File: config.mk
export PLATFORM = sky130hd
export DESIGN_NAME = decode_ctrl_stage
export DESIGN_NICKNAME = d
export VERILOG_FILES = /design/src/rtl/decode_ctrl_stage.sv
export SDC_FILE = /design/constraint.sdc
export NUM_CORES = 1
export LEC_CHECK = 0
export CORE_AREA = 2 2 104 106
export CTS_CLUSTER_DIAMETER = 120
export DETAILED_ROUTE_END_ITERATION = 10
export DIE_AREA = 0 0 106 108
export HOLD_SLACK_MARGIN = 0.06
export PLACE_DENSITY = 0.59
export SYNTH_ARGS = -nofsm -noshare
export SYNTH_HDL_FRONTEND = slang
export SYNTH_SLANG_ARGS = --single-unit
export TNS_END_PERCENT = 100
File: constraint.sdc
create_clock -name i_clk -period 2.5 [get_ports i_clk]
set_clock_uncertainty 0.1 [all_clocks]
set_input_delay 0.5 -clock i_clk [delete_from_list [all_inputs] [get_ports i_clk]]
set_output_delay 0.5 -clock i_clk [all_outputs]
set_load 0.1 [all_outputs]
File: src/rtl/decode_ctrl_stage.sv
// RV32I control/decode stage: one registered slot with valid/ready handshake,
// flush, illegal-instruction detection and a saturating illegal counter.
module decode_ctrl_stage #(
  parameter int XLEN       = 32,
  parameter int ALU_CTRL_W = 4,
  parameter int CNT_W      = 8
) (
  input  logic                  i_clk,
  input  logic                  i_reset,
  input  logic                  i_in_valid,
  output logic                  o_in_ready,
  input  logic [31:0]           i_instr_word,
  input  logic                  i_flush,
  output logic                  o_out_valid,
  input  logic                  i_out_ready,
  output logic [ALU_CTRL_W-1:0] o_alu_ctrl,
  output logic                  o_reg_write,
  output logic                  o_mem_read,
  output logic                  o_mem_write,
  output logic                  o_branch,
  output logic                  o_jump,
  output logic                  o_alu_src_imm,
  output logic [XLEN-1:0]       o_imm,
  output logic [4:0]            o_rs1,
  output logic [4:0]            o_rs2,
  output logic [4:0]            o_rd,
  output logic [2:0]            o_funct3,
  output logic                  o_illegal,
  output logic [CNT_W-1:0]      o_illegal_count
);

  localparam logic [ALU_CTRL_W-1:0] ALU_AND  = ALU_CTRL_W'(4'b0000);
  localparam logic [ALU_CTRL_W-1:0] ALU_OR   = ALU_CTRL_W'(4'b0001);
  localparam logic [ALU_CTRL_W-1:0] ALU_ADD  = ALU_CTRL_W'(4'b0010);
  localparam logic [ALU_CTRL_W-1:0] ALU_SLL  = ALU_CTRL_W'(4'b0011);
  localparam logic [ALU_CTRL_W-1:0] ALU_SUB  = ALU_CTRL_W'(4'b0100);
  localparam logic [ALU_CTRL_W-1:0] ALU_SRL  = ALU_CTRL_W'(4'b0101);
  localparam logic [ALU_CTRL_W-1:0] ALU_XOR  = ALU_CTRL_W'(4'b0111);
  localparam logic [ALU_CTRL_W-1:0] ALU_SLT  = ALU_CTRL_W'(4'b1000);
  localparam logic [ALU_CTRL_W-1:0] ALU_SRA  = ALU_CTRL_W'(4'b1001);
  localparam logic [ALU_CTRL_W-1:0] ALU_SLTU = ALU_CTRL_W'(4'b1010);

  localparam logic [6:0] OP_R      = 7'b0110011;
  localparam logic [6:0] OP_I_ALU  = 7'b0010011;
  localparam logic [6:0] OP_LOAD   = 7'b0000011;
  localparam logic [6:0] OP_STORE  = 7'b0100011;
  localparam logic [6:0] OP_BRANCH = 7'b1100011;
  localparam logic [6:0] OP_LUI    = 7'b0110111;
  localparam logic [6:0] OP_AUIPC  = 7'b0010111;
  localparam logic [6:0] OP_JAL    = 7'b1101111;
  localparam logic [6:0] OP_JALR   = 7'b1100111;

  localparam logic [6:0] F7_ZERO = 7'b0000000;
  localparam logic [6:0] F7_ALT  = 7'b0100000;

  // funct3 -> ALU op; alt selects SUB/SRA for the 000/101 encodings
  function automatic logic [ALU_CTRL_W-1:0] alu_from_f3(input logic [2:0] f3, input logic alt);
    logic [ALU_CTRL_W-1:0] op;
    case (f3)
      3'b000:  op = alt ? ALU_SUB : ALU_ADD;
      3'b001:  op = ALU_SLL;
      3'b010:  op = ALU_SLT;
      3'b011:  op = ALU_SLTU;
      3'b100:  op = ALU_XOR;
      3'b101:  op = alt ? ALU_SRA : ALU_SRL;
      3'b110:  op = ALU_OR;
      default: op = ALU_AND;
    endcase
    return op;
  endfunction

  logic [6:0]            w_opcode;
  logic [2:0]            w_f3;
  logic [6:0]            w_f7;
  logic [XLEN-1:0]       w_imm_i, w_imm_s, w_imm_b, w_imm_u, w_imm_j;
  logic [ALU_CTRL_W-1:0] w_alu;
  logic                  w_rw, w_mr, w_mw, w_br, w_jp, w_src, w_ill;
  logic [XLEN-1:0]       w_imm;
  logic                  w_accept;

  logic                  r_out_valid;
  logic [ALU_CTRL_W-1:0] r_alu;
  logic                  r_rw, r_mr, r_mw, r_br, r_jp, r_src, r_ill;
  logic [XLEN-1:0]       r_imm;
  logic [4:0]            r_rs1, r_rs2, r_rd;
  logic [2:0]            r_f3;
  logic [CNT_W-1:0]      r_cnt;

  assign w_opcode = i_instr_word[6:0];
  assign w_f3     = i_instr_word[14:12];
  assign w_f7     = i_instr_word[31:25];

  assign w_imm_i = XLEN'($signed(i_instr_word[31:20]));
  assign w_imm_s = XLEN'($signed({i_instr_word[31:25], i_instr_word[11:7]}));
  assign w_imm_b = XLEN'($signed({i_instr_word[31], i_instr_word[7], i_instr_word[30:25],
                                  i_instr_word[11:8], 1'b0}));
  assign w_imm_u = XLEN'($signed({i_instr_word[31:12], 12'b0}));
  assign w_imm_j = XLEN'($signed({i_instr_word[31], i_instr_word[19:12], i_instr_word[20],
                                  i_instr_word[30:21], 1'b0}));

  always_comb begin
    w_alu = ALU_ADD;
    w_rw  = 1'b0;
    w_mr  = 1'b0;
    w_mw  = 1'b0;
    w_br  = 1'b0;
    w_jp  = 1'b0;
    w_src = 1'b0;
    w_ill = 1'b0;
    w_imm = '0;
    case (w_opcode)
      OP_R: begin
        w_rw = 1'b1;
        if (w_f7 == F7_ZERO)
          w_alu = alu_from_f3(w_f3, 1'b0);
        else if (w_f7 == F7_ALT && (w_f3 == 3'b000 || w_f3 == 3'b101))
          w_alu = alu_from_f3(w_f3, 1'b1);
        else
          w_ill = 1'b1;
      end
      OP_I_ALU: begin
        w_rw  = 1'b1;
        w_src = 1'b1;
        w_imm = w_imm_i;
        w_alu = alu_from_f3(w_f3, 1'b0);
        if (w_f3 == 3'b001 && w_f7 != F7_ZERO)
          w_ill = 1'b1;
        else if (w_f3 == 3'b101) begin
          if (w_f7 == F7_ALT)
            w_alu = ALU_SRA;
          else if (w_f7 != F7_ZERO)
            w_ill = 1'b1;
        end
      end
      OP_LOAD: begin
        w_mr  = 1'b1;
        w_rw  = 1'b1;
        w_src = 1'b1;
        w_imm = w_imm_i;
      end
      OP_STORE: begin
        w_mw  = 1'b1;
        w_src = 1'b1;
        w_imm = w_imm_s;
      end
      OP_BRANCH: begin
        w_br  = 1'b1;
        w_alu = ALU_SUB;
        w_imm = w_imm_b;
        if (w_f3 == 3'b010 || w_f3 == 3'b011)
          w_ill = 1'b1;
      end
      OP_LUI, OP_AUIPC: begin
        w_rw  = 1'b1;
        w_src = 1'b1;
        w_imm = w_imm_u;
      end
      OP_JAL: begin
        w_jp  = 1'b1;
        w_rw  = 1'b1;
        w_imm = w_imm_j;
      end
      OP_JALR: begin
        w_jp  = 1'b1;
        w_rw  = 1'b1;
        w_src = 1'b1;
        w_imm = w_imm_i;
        if (w_f3 != 3'b000)
          w_ill = 1'b1;
      end
      default: w_ill = 1'b1;
    endcase
    // an illegal word carries no side effects downstream
    if (w_ill) begin
      w_alu = ALU_ADD;
      w_rw  = 1'b0;
      w_mr  = 1'b0;
      w_mw  = 1'b0;
      w_br  = 1'b0;
      w_jp  = 1'b0;
      w_src = 1'b0;
      w_imm = '0;
    end
  end

  assign o_in_ready = !r_out_valid || i_out_ready;
  assign w_accept   = i_in_valid && o_in_ready;

  always_ff @(posedge i_clk) begin
    if (i_reset) begin
      r_out_valid <= 1'b0;
      r_alu       <= ALU_ADD;
      r_rw        <= 1'b0;
      r_mr        <= 1'b0;
      r_mw        <= 1'b0;
      r_br        <= 1'b0;
      r_jp        <= 1'b0;
      r_src       <= 1'b0;
      r_ill       <= 1'b0;
      r_imm       <= '0;
      r_rs1       <= '0;
      r_rs2       <= '0;
      r_rd        <= '0;
      r_f3        <= '0;
      r_cnt       <= '0;
    end else if (i_flush) begin
      r_out_valid <= 1'b0;
    end else if (w_accept) begin
      r_out_valid <= 1'b1;
      r_alu       <= w_alu;
      r_rw        <= w_rw;
      r_mr        <= w_mr;
      r_mw        <= w_mw;
      r_br        <= w_br;
      r_jp        <= w_jp;
      r_src       <= w_src;
      r_ill       <= w_ill;
      r_imm       <= w_imm;
      r_rs1       <= i_instr_word[19:15];
      r_rs2       <= i_instr_word[24:20];
      r_rd        <= i_instr_word[11:7];
      r_f3        <= w_f3;
      if (w_ill && r_cnt != {CNT_W{1'b1}})
        r_cnt <= r_cnt + CNT_W'(1);
    end else if (i_out_ready) begin
      r_out_valid <= 1'b0;
    end
  end

  assign o_out_valid     = r_out_valid;
  assign o_alu_ctrl      = r_alu;
  assign o_reg_write     = r_rw;
  assign o_mem_read      = r_mr;
  assign o_mem_write     = r_mw;
  assign o_branch        = r_br;
  assign o_jump          = r_jp;
  assign o_alu_src_imm   = r_src;
  assign o_imm           = r_imm;
  assign o_rs1           = r_rs1;
  assign o_rs2           = r_rs2;
  assign o_rd            = r_rd;
  assign o_funct3        = r_f3;
  assign o_illegal       = r_ill;
  assign o_illegal_count = r_cnt;

endmodule

## Word level (Yosys, flattened, before mapping)

Index checks and enable logic that the tools add are counted.

| storage, ports and cells | value |
|---|---|
| output and inout port bits | 71 |
| register bits after elaboration | 70 |

| operators by class | value |
|---|---|
| add/sub/neg operators | 1 |
| eq/ne operators | 17 |
| multiplexer cells | 34 |
| reduce and logical (&&, ||, !) cells | 22 |
| bitwise logic cells | 1 |

Operators by type and width:

| operator | count |
|---|---|
| 32-bit one-hot mux with 5 select lines | 1 |
| 4-bit one-hot mux with 7 select lines | 2 |
| 32-bit two-way mux | 1 |
| 7-bit by 6-bit equality test with 1-bit output (second input constant) | 4 |
| 4-bit two-way mux | 6 |
| 1-bit two-way mux | 22 |
| 7-bit equality test (second input constant) | 3 |
| 7-bit by 5-bit equality test with 1-bit output (second input constant) | 2 |
| 4-bit one-hot mux with 3 select lines | 1 |
| 3-bit equality test (second input constant) | 3 |
| 8-bit by 1-bit adder with 8-bit output (second input constant) | 1 |
| 8-bit != test (second input constant) | 1 |
| 7-bit by 2-bit equality test with 1-bit output (second input constant) | 1 |
| 7-bit zero test | 1 |
| 7-bit nonzero test | 1 |
| 7-bit OR reduction | 1 |
| 3-bit by 2-bit equality test with 1-bit output (second input constant) | 2 |
| 2-bit OR reduction | 3 |
| 6-bit OR reduction | 1 |
| 1-bit one-hot mux with 5 select lines | 1 |
| 5-bit OR reduction | 1 |
| 1-bit logical AND | 4 |
| 3-bit by 1-bit equality test with 1-bit output (second input constant) | 1 |
| 3-bit zero test | 1 |
| 8 further kinds | 10 |

## Longest topological paths before layout

| logic depth | value |
|---|---|
| depth after elaboration | 8 |
| gate-level depth with buffers | 9 |
| mapped depth without buffers | 6 |

## Least setup slack after synthesis

Ideal clock, no wire load.

| timing path | value |
|---|---|
| path kind | reg-to-reg |
| start point | reg r_out_valid, in the netlist o_out_valid |
| end point | reg r_imm[10], in the netlist o_imm[10] |
| buffers on the path | 2 |
| setup time | 0.119 ns |
| period minus slack after synthesis | 2.871 ns |
| path slack | -0.371 ns |
| data required time | 2.281 ns |
| arrival | 2.652 ns |
| cell stages (with the launch flop) | 9 |
| cells stage by stage | dfxtp_1 nor2b_1 inv_1 nand3b_1 a21oi_1 and3b_1 clkbuf_1 buf_2 a32o_1 |

| between the ends | value |
|---|---|
| word-level cells in the longest chain between the ends | 4 |

Ends and longest elaborated chain:

| what | line | text |
|---|---|---|
| start, declared | 81 | `logic r_out_valid;` |
| start signal, assigned | 191 | `r_out_valid <= 1'b0;` |
| start signal, assigned | 207 | `r_out_valid <= 1'b0;` |
| start signal, assigned | 209 | `r_out_valid <= 1'b1;` |
| 1-bit zero test | 186 | `assign o_in_ready = !r_out_valid \|\| i_out_ready;` |
| 1-bit logical OR | 186 |  |
| net o_in_ready | 11 | `output logic o_in_ready,` |
| 1-bit logical AND | 187 | `assign w_accept = i_in_valid && o_in_ready;` |
| 2-bit AND reduction (no line) | - |  |
| end signal, assigned | 218 | `r_imm <= w_imm;` |
| end, declared | 84 | `logic [XLEN-1:0] r_imm;` |

The timed path passes the listed nets, and every way through them passes these cells.
A chain may end at the register's enable or synchronous reset.

## Worst setup path after layout

| timing path | value |
|---|---|
| start point | in i_instr_word[3] |
| end point | reg r_cnt[7], in the netlist o_illegal_count[7] |

| between the ends | value |
|---|---|
| word-level cells in the longest chain between the ends | 5 |
| elaborated cells between the ends (all ways) | 13 |
| classes of those cells | 9 x eq/ne; 1 x mux; 3 x reduce/logical |

Ends and longest elaborated chain:

| what | line | text |
|---|---|---|
| start, declared | 12 | `input logic [31:0] i_instr_word,` |
| 7-bit equality test (tied with other cells) | 111 | `case (w_opcode)` |
| 5-bit OR reduction (no line) | - |  |
| 1-bit one-hot mux with 5 select lines * | 111 |  |
| 1-bit logical AND * | 223 | `if (w_ill && r_cnt != {CNT_W{1'b1}})` |
| 3-bit AND reduction (no line) * | - |  |
| end signal, assigned | 224 | `r_cnt <= r_cnt + CNT_W'(1);` |
| end, declared | 87 | `logic [CNT_W-1:0] r_cnt;` |

Mark *: on every way between the ends. The rest lies on a longest branch, timed or not.

==> impl_metrics.env <==
export IMPL_holdBufCountCts=0
export IMPL_synth_edf_count=0
export IMPL_synth_area_um2=3060
export IMPL_seq_area_um2=1410
export IMPL_crit_required_ns=2.69
export IMPL_dpl_hpwl_mm=7.49
export IMPL_yosysWarnings=0
export IMPL_core_area_um2=10200
export IMPL_synthTopCellsByArea="dfxtp_1 (46%), nand2_1 (9.2%), a21oi_1 (8.4%), o21ai_0 (5.4%), a32o_1 (2.9%)"
export IMPL_drive_gt1_share_pct=31.8
export IMPL_worstSetupPathType="in -> reg"
export IMPL_worst_r2r_cell_count=6
export IMPL_hp_class="reg -> reg"
export IMPL_die_w_um=106
export IMPL_setup_viol_count_final=0
export IMPL_final_area_um2=4840
export IMPL_cts_clk_slew_worst_paths_ns=0.08
export IMPL_start_util_pct=29.9
export IMPL_drt_iter0_drc=115
export IMPL_synth_top_cell_by_area="dfxtp_1"
export IMPL_vias_per_cell=4.98
export IMPL_outcome="finished, final reports clean"
export IMPL_cts_buffers=9
export IMPL_wire_per_inst_um=15.1
export IMPL_wl_mm=10.1
export IMPL_post_route_period_util_pct=99.5
export IMPL_synthCells=374
export IMPL_fin_total_pwr_mw=2.71
export IMPL_dr_total_vias=3324
export IMPL_grt_max_degree=42
export IMPL_gp_congestion=0.836
export IMPL_ant_nets=0
export IMPL_max_cap_violations=0
export IMPL_fmax_mhz=402
export IMPL_synthToLayoutAreaGrowth_pct=58.4
export IMPL_grt_overflow=0
export IMPL_cts_max_level=3
export IMPL_io_buffers=107
export IMPL_yosysSeqAreaShare_pct=45.8
export IMPL_fin_cells=667
export IMPL_drt_first_pass_iters=4
export IMPL_grt_pass1_vias=3144
export IMPL_cts_root_buf="clkbuf_8"
export IMPL_ios=108
export IMPL_pre_cts_ws_ns=-0.371
export IMPL_dpl_instance_area_um2=4520
export IMPL_syn_avg_cell_area_um2=8.17
export IMPL_cp_end_kind="flip-flop"
export IMPL_syn_nets=412
export IMPL_hold_viol_final=0
export IMPL_leakagePower_nw=1.99
export IMPL_p_per_area_nw_per_um2=560
export IMPL_netlist_cell_type_count=48
export IMPL_hold_path_cell_count=2
export IMPL_clk_path_buf_depth=2
export IMPL_ir_worst_vdd_mv=0.358
export IMPL_cts_tree="yes"
export IMPL_multiInputGateArea_um2=1600
export IMPL_clock_latency_ns=0.34
export IMPL_cp_slowest_cell="or4_4"
export IMPL_post_route_util_pct=47.3
export IMPL_slew_violations=0
export IMPL_dieHeight_um=108
export IMPL_synth_top_area_share_pct=45.8
export IMPL_period_minus_slack_ns=2.49
export IMPL_critical_path_startpoint_type="input port"
export IMPL_num_fill_cells=1017
export IMPL_tightest_slew_ns=0.390
export IMPL_cp_arrival_ns=2.68
export IMPL_placedCellCount=649
export IMPL_grt_usage_pct=18.0
export IMPL_grt_pass1_wl_mm=16.1
export IMPL_insertedDiodeCount=0
export IMPL_drc_errors=0
export IMPL_whs_ns=0.361
export IMPL_antenna_found_initial=0
export IMPL_slew_headroom_pct=73.8
export IMPL_nets=564
export IMPL_ys_ff_latch=70
export IMPL_fp_row_count=37
export IMPL_crit_fanout=5
export IMPL_dieArea_um2=11400
export IMPL_tns_ns=0
export IMPL_path_cells="clkdlybuf4s50_1 -> or4_4 -> a31oi_4 -> a311oi_2 -> buf_4 -> or4b_4 -> a21oi_2"
export IMPL_setup_slack_ns=0.0127
export IMPL_cpPeakStageDelay_ns=0.58
export IMPL_synth_ff_type="dfxtp_1"
export IMPL_cts_sinks=70
export IMPL_synthArstFlopShare_pct=0
path summary, 6_finish.rpt:
| check | from | end | slack, ns |
|---|---|---|---|
| setup / recovery | i_instr_word[3] | o_illegal_count[7] | 0.01 |
| hold / removal | o_funct3[1] | o_funct3[1] | 0.36 |
| setup reg to reg | o_illegal_count[0] | o_illegal_count[5] | 0.47 |
| hold reg to reg | o_funct3[1] | o_funct3[1] | 0.36 |
Yosys cell counts, drive strengths merged, types with 6 or more instances:
cell type  number
nand2          75
dfxtp          70
a21oi          51
o21ai          33
clkbuf         23
nor2           18
a32o            9
nor2b           9
nor3            8
a22o            6
critical path, delay by kind of cell:
family,cells,cell delay [ns]
AND/OR/NAND/NOR,2,1.09
AO/OA/AOI/OAI,3,0.44
buffers and inverters,2,0.64
what timing repair did:
item                       in CTS  in global routing
setup endpoints to repair       0                 39
hold endpoints to repair        0                  0
setup buffers                   0                  1
gates resized for setup         0                 13
cells by family (layout without fill, tap and decap cells):
logic type	after synthesis	after routing	share of synthesized area, %
mux	4	4	1.43
buf+inv	30	187	4.22
simple gates	146	146	23.3
flops	70	70	45.8
fa+ha+maj	1	1	0.409
compound gates	123	123	24.8
flip-flops by register name, summed over array words and instances, names as in the netlist, 3 cells and up:
| register | count |
|---|---|
| o_imm | 32 |
| o_illegal_count | 8 |
| o_rd | 5 |
| o_rs1 | 5 |
| o_rs2 | 5 |
| o_alu_ctrl | 4 |
| o_funct3 | 3 |
final cells by class:
class | count | share of cell area [%]
Clock inverter | 5 | 1.78
Clock buffer | 11 | 3.36
Multi-Input combinational cell | 274 | 32.9
Tap cell | 136 | 3.51
Sequential cell | 70 | 29.0
Inverter | 3 | 0.310
Timing Repair Buffer | 168 | 29.1
per-layer routing:
metal  global-route usage, %  part of all wire (%)  vias up
met5                       0                     0        -
met4                    5.08                   1.5        0
li1                        -                     -     1639
met2                    30.0                    48      100
met1                    22.1                    44     1575
met3                    6.15                   7.1       10
cell usage in the layout (no fill, tap or decap), drive strengths merged, types with 5 or more instances in the layout:
master / netlist / routed
buf: 4 / 132
nor2b: 9 / 9
nor2: 18 / 18
nand2: 75 / 75
clkbuf: 23 / 11
and3: 5 / 5
a22o: 6 / 6
nand2b: 5 / 5
nor3: 8 / 8
a32o: 9 / 9
o21ai: 33 / 33
clkdlybuf4s50: 0 / 34
dfxtp: 70 / 70
a21oi: 51 / 51
a22oi: 5 / 5
where the power goes:
group / internal, mW / switching, mW
Sequential: 1.13 / 0.0109
Clock: 0.659 / 0.472
Combinational: 0.161 / 0.280
No activity file was read; power rests on OpenSTA's default activity.
